[config.mk]
export PLATFORM = sky130hd
export DESIGN_NAME = sec_encoder_28bits_clk
export DESIGN_NICKNAME = d
export VERILOG_FILES = /design/src/rtl/sec_encoder_28bits_clk.sv
export SDC_FILE = /design/constraint.sdc
export NUM_CORES = 1
export LEC_CHECK = 0
export BUFFER_PORTS_ARGS = -buffer_cell sky130_fd_sc_hd__buf_2
export CAP_MARGIN = 20
export CORE_ASPECT_RATIO = 1.5
export CORE_UTILIZATION = 40
export CTS_CLUSTER_SIZE = 24
export DETAILED_ROUTE_END_ITERATION = 10
export GPL_ROUTABILITY_DRIVEN = 1
export SLEW_MARGIN = 15
export SYNTH_ARGS = -nofsm -noshare
export SYNTH_HDL_FRONTEND = slang
export SYNTH_SLANG_ARGS = --single-unit
[constraint.sdc]
create_clock -name clk -period 2.7 [get_ports clk]
set_clock_uncertainty 0.05 [all_clocks]
set_input_delay 0.135 -clock clk [delete_from_list [all_inputs] [get_ports clk]]
set_output_delay 0.135 -clock clk [all_outputs]
set_load 0.01 [all_outputs]
[src/rtl/sec_encoder_28bits_clk.sv]
// sec_encoder_28bits_clk: multi-cycle SEC encoder producing W = {C[7:0], D[27:0]}.
// Ports: clk, rst_n (async, active low); in_valid/in_ready/D accept a data word;
// out_valid/out_ready/W present the codeword; busy is high while encoding or holding W.
module sec_encoder_28bits_clk #(
    parameter int DATA_BITS      = 28,
    parameter int CHK_BITS       = 8,
    parameter int BITS_PER_CYCLE = 4
) (
    input  logic                          clk,
    input  logic                          rst_n,
    input  logic                          in_valid,
    output logic                          in_ready,
    input  logic [DATA_BITS-1:0]          D,
    output logic                          out_valid,
    input  logic                          out_ready,
    output logic [DATA_BITS+CHK_BITS-1:0] W,
    output logic                          busy
);
    localparam int STEPS = DATA_BITS / BITS_PER_CYCLE;
    localparam int CNT_W = $clog2(STEPS + 1);
    typedef enum logic [1:0] {IDLE, ENC, DONE} state_t;
    state_t                          state_q, state_d;
    logic [DATA_BITS-1:0]            d_q, d_d;
    logic [6:0]                      acc_q, acc_d, acc_nx, fold;
    logic [CNT_W-1:0]                cnt_q, cnt_d;
    logic [DATA_BITS+CHK_BITS-1:0]   w_q, w_d;
    // Column code of data bit idx: the idx-th integer >= 3 that is not a power of two.
    function automatic logic [5:0] h_of(input int idx);
        logic [5:0] r;
        int k;
        r = '0;
        k = 0;
        for (int v = 3; v < 64; v++) begin
            if ((v & (v - 1)) != 0) begin
                if (k == idx) r = 6'(v);
                k++;
            end
        end
        return h_of_ret(r);
    endfunction
    function automatic logic [5:0] h_of_ret(input logic [5:0] r);
        return r;
    endfunction
    always_comb begin
        // acc[6] carries the running data parity alongside the 6-bit column syndrome
        fold = '0;
        for (int i = 0; i < DATA_BITS; i++)
            if (cnt_q == CNT_W'(i / BITS_PER_CYCLE) && d_q[i]) fold = fold ^ {1'b1, h_of(i)};
        acc_nx  = acc_q ^ fold;
        state_d = state_q;
        d_d     = d_q;
        acc_d   = acc_q;
        cnt_d   = cnt_q;
        w_d     = w_q;
        case (state_q)
            IDLE: if (in_valid) begin
                d_d     = D;
                acc_d   = '0;
                cnt_d   = '0;
                state_d = ENC;
            end
            ENC: begin
                acc_d = acc_nx;
                cnt_d = cnt_q + 1'b1;
                if (cnt_q == CNT_W'(STEPS - 1)) begin
                    w_d     = {^acc_nx, acc_nx, d_q};
                    state_d = DONE;
                end
            end
            DONE: state_d = out_ready ? IDLE : DONE;
            default: state_d = IDLE;
        endcase
    end
    always_ff @(posedge clk or negedge rst_n) begin
        if (!rst_n) begin
            state_q <= IDLE;
            d_q     <= '0;
            acc_q   <= '0;
            cnt_q   <= '0;
            w_q     <= '0;
        end else begin
            state_q <= state_d;
            d_q     <= d_d;
            acc_q   <= acc_d;
            cnt_q   <= cnt_d;
            w_q     <= w_d;
        end
    end
    assign in_ready  = state_q == IDLE;
    assign out_valid = state_q == DONE;
    assign busy      = state_q != IDLE;
    assign W         = w_q;
endmodule
==> summary.txt <==
Synth
  – Post-Syn Instances: 321
  – Netlist Area Pre-Place: 3900 um^2
  – Largest cells by area after synthesis: dfrtp_1, mux2_2, xnor2_1
  – Yosys cell types: 40
  – EDFF count, synth: 0
  – Async SR Flop Fraction: 100%
  – Largest area contributor in the netlist: dfrtp_1
  – FF+latch count, synth: 76
  – Syn Nets: 358
  – Synth top area share: 48.8%
  – Avg Cell Area, Syn: 12.1 um^2
  – Post-synthesis sequential area ratio: 48.8%
  – Synth warn: 0
  – Most common flop cell mapped by yosys: dfrtp_1

STA
  – Slew HR: 37.0%
  – WHS: 0.00923 ns
  – Final worst slack: 0.0362 ns
  – Final Slew Violations: 0
  – Hold Fails Final Rpt: 0
  – Total Neg Setup Slack: 0 ns
  – Worst-Margin Slew: 0.945 ns
  – Tmin final: 2.66 ns
  – Peak Freq: 0.375 GHz
  – Final worst path period share: 98.7%
  – Setup violations, final: 0
  – Unrepaired setup endpoints after global routing: true

Clock tree
  – TritonCTS Sinks: 76
  – Root buf cell: clkbuf_16
  – H-tree depth: 3
  – Clock transition at path regs: 0.05 ns
  – Clock latency on the worst-skew pair: 0.33 ns
  – CTS tree: yes
  – Bufs on Longest Clock Path: 2
  – Total CTS buffers: 9

Setup path
  – Maximum fanout along the worst path: 5
  – R2R Path Start: cnt_q[0]$_DFFE_PN0P_
  – Reg2Reg Depth: 11
  – CP cell instances: inv_2 -> ha_4 -> buf_4 -> nand2_1 -> xor2_1 -> nand2_1 -> xnor3_1 -> xnor3_2 -> xnor2_2 -> xnor3_1 -> o21ai_1
  – Setup crit start: cnt_q[0]$_DFFE_PN0P_
  – Critical-path top delay cell: xnor3_1
  – Critical path startpoint category: flip-flop
  – Crit end category: flip-flop
  – Required time worst endpoint: 2.91 ns
  – Max stage delay on crit path: 0.44 ns
  – CP Data Arrival Time: 2.87 ns
  – Kind of critical path: flip-flop to flip-flop
  – Crit path to: W[35]$_DFFE_PN0P_
  – RR Endpoint: W[35]$_DFFE_PN0P_
  – Flop-to-flop setup slack: 0.04 ns

GRT
  – Total grt overflow: 0
  – Vias in the first global route: 2,764
  – Global-route wire length before repair: 13,200 um
  – Largest net degree at the start of global routing: 77
  – Gr usage total: 17.9%
  – Initial antenna violation count: 0

Floorplanning
  – Die height: 123 um
  – IO Count: 71
  – Std-Cell Core Area: 9360 um^2
  – Row cnt: 43
  – Initial Util: 41.6%
  – Die area: 10,200 um^2
  – Die Wd: 82.6 um

Final layout
  – Final Util: 54.4%
  – N_diodes: 0
  – Final Cell Area: 5090 um^2
  – Share of layout cells above drive strength 1: 40.6%
  – Final nets: 471
  – Area delta synth->final: 30.6%

Power
  – Power share of the clock group: 15.1%
  – Static leakage: 2.36 nW
  – Sw power: 0.00288 W
  – Internal power: 0.00508 W
  – Power density cells: 1560 nW/um^2
  – Logic gate share of total power: 57.2%
  – Worst VDD drop: 1.14 mV
  – Switching share of total power: 36.2%
  – Sequential power share: 27.6%

Route
  – DRC: 0
  – First drt pass iteration count: 4
  – DR vias/cell: 4.88
  – Post-DRT Antenna Nets: 0
  – Met3 wire length: 238 um
  – Routed WL: 8080 um
  – Vias: 2,686
  – Met1 wire length: 3300 um
  – Routed wl met2: 4330 um
  – DRT iter0 DRCs: 115
  – WL/cell: 14.7 um
  – Max Used Layer: met4

Place
  – Pre-CTS WS: -0.0210 ns
  – Cell Area, Placed: 4410 um^2
  – PortBufs: 70
  – Hpwl dp: 5730 um
  – GPL Wtd Cong: 0.783

Min path
  – Hold WC Path Type: primary input to flip-flop

Job
  – Max Cap Viol: 0

Status
  – Outcome: finished, final reports clean
-- through the flow --
stage                     std cells  total power [W]
after floorplan                 321          0.00556
after global placement          501          0.00654
after detailed placement        501          0.00664
after CTS                       545          0.00794
after global routing            550          0.00857
final                           550          0.00796
-- worst max-delay path: cells and delay by family, from the launching register on --
family / cells / cell delay (ns)
xor+xnor: 5 / 1.49
buf+inv: 2 / 0.23
simple gates: 2 / 0.14
flops: 1 / 0.41
compound gates: 1 / 0.11
fa+ha+maj: 1 / 0.15
-- metal layers --
metal | vias up | global-route usage (%)
li1 | 1313 | -
met1 | 1309 | 21.1
met2 | 51 | 30.7
met3 | 13 | 3.62
met4 | 0 | 8.19
met5 | - | 0
-- state kept, by name, summed over array words and instances, names as in the netlist --
signal / flops
W: 36
state_q: 2
cnt_q: 3
d_q: 28
acc_q: 7
-- synth_stat cells, types with 2 or more instances --
cell type and n:
xnor3_2 2, xor3_1 2, nor2_1 6, mux2_2 56
dfrtp_1 76, a21boi_0 2, xnor2_1 32, buf_1 2
o21ai_0 16, o211ai_1 2, nand3_1 6, a21o_1 2
xor2_1 21, buf_6 5, ha_1 5, nand2_1 39
nand3b_1 2, o22ai_1 7, xnor3_1 3, mux2i_1 2
clkbuf_1 7, inv_1 6, nand3_2 2, nand2b_1 2
-- cell usage in the layout, fill, tap and decap left out, types with 2 or more instances in the layout --
cell type	n
mux2i_1	2
xnor2_1	30
o21ai_0	16
nand2b_1	2
nand3_1	6
xor3_1	2
xnor3_1	3
xor2_2	3
nand3b_1	2
a21boi_0	2
dfrtp_1	76
nor2_2	2
nor2_1	5
xor2_1	19
buf_4	18
ha_2	3
xnor3_2	2
a21o_1	2
clkbuf_8	3
nand3_2	2
clkbuf_1	2
o22ai_1	7
clkbuf_16	9
xnor2_2	3
nand2_1	38
o211ai_1	2
dlygate4sd3_1	29
buf_2	69
inv_2	2
mux2_2	56
inv_1	4
-- power by group through the flow --
| stage | registers, W | clock network (W) | logic, W |
|---|---|---|---|
| floorplan | 0.00223 | 0 | 0.00333 |
| global placement | 0.00221 | 0 | 0.00433 |
| detailed placement | 0.00222 | 0 | 0.00441 |
| CTS | 0.00221 | 0.00124 | 0.00449 |
| global route | 0.00229 | 0.00128 | 0.00500 |
| finish | 0.00220 | 0.00120 | 0.00456 |
-- repair_timing --
action	4_1_cts	5_1_grt
pin swaps	0	7
buffers inserted	0	5
cloned	0	0
endpoints found under the hold margin	104	0
hold buffers	29	0
endpoints found under the setup margin	1	1
resized for setup	3	10
-- cells by family after synthesis --
family | after synthesis | share of synthesized area (%)
flip-flops | 76 | 48.8
XOR/XNOR | 62 | 16.9
AO/OA/AOI/OAI | 34 | 5.20
adder cells (fa/ha/maj) | 5 | 1.60
buffers and inverters | 21 | 3.02
multiplexers | 58 | 16.7
AND/OR/NAND/NOR | 65 | 7.80
-- worst min-delay path by stage --
stage | from | end | slack (ns) | cells past startpoint
2_1_floorplan | rst_n | W[0]$_DFFE_PN0P_ | -0.21 | 0
3_3_place_gp | rst_n | W[14]$_DFFE_PN0P_ | 0.29 | 1
3_5_place_dp | out_ready | state_q[1]$_DFFE_PN0P_ | 0.29 | 2
4_1_cts | D[17] | d_q[17]$_DFFE_PN0P_ | 0.005 | 2
5_1_grt | D[17] | d_q[17]$_DFFE_PN0P_ | 0.01 | 2
6_report | D[17] | d_q[17]$_DFFE_PN0P_ | 0.009 | 2
-- area by class of cell --
| type | instances | area, um^2 |
|---|---|---|
| timing repair buffer | 117 | 791 |
| fill | 861 | 4270 |
| tap | 112 | 140 |
| sequential | 76 | 1900 |
| multi-input combinational | 224 | 1930 |
| inverter | 6 | 22.5 |
| clock buffer | 14 | 274 |
| clock inverter | 1 | 30.0 |
(Power assumes the default switching activity.)
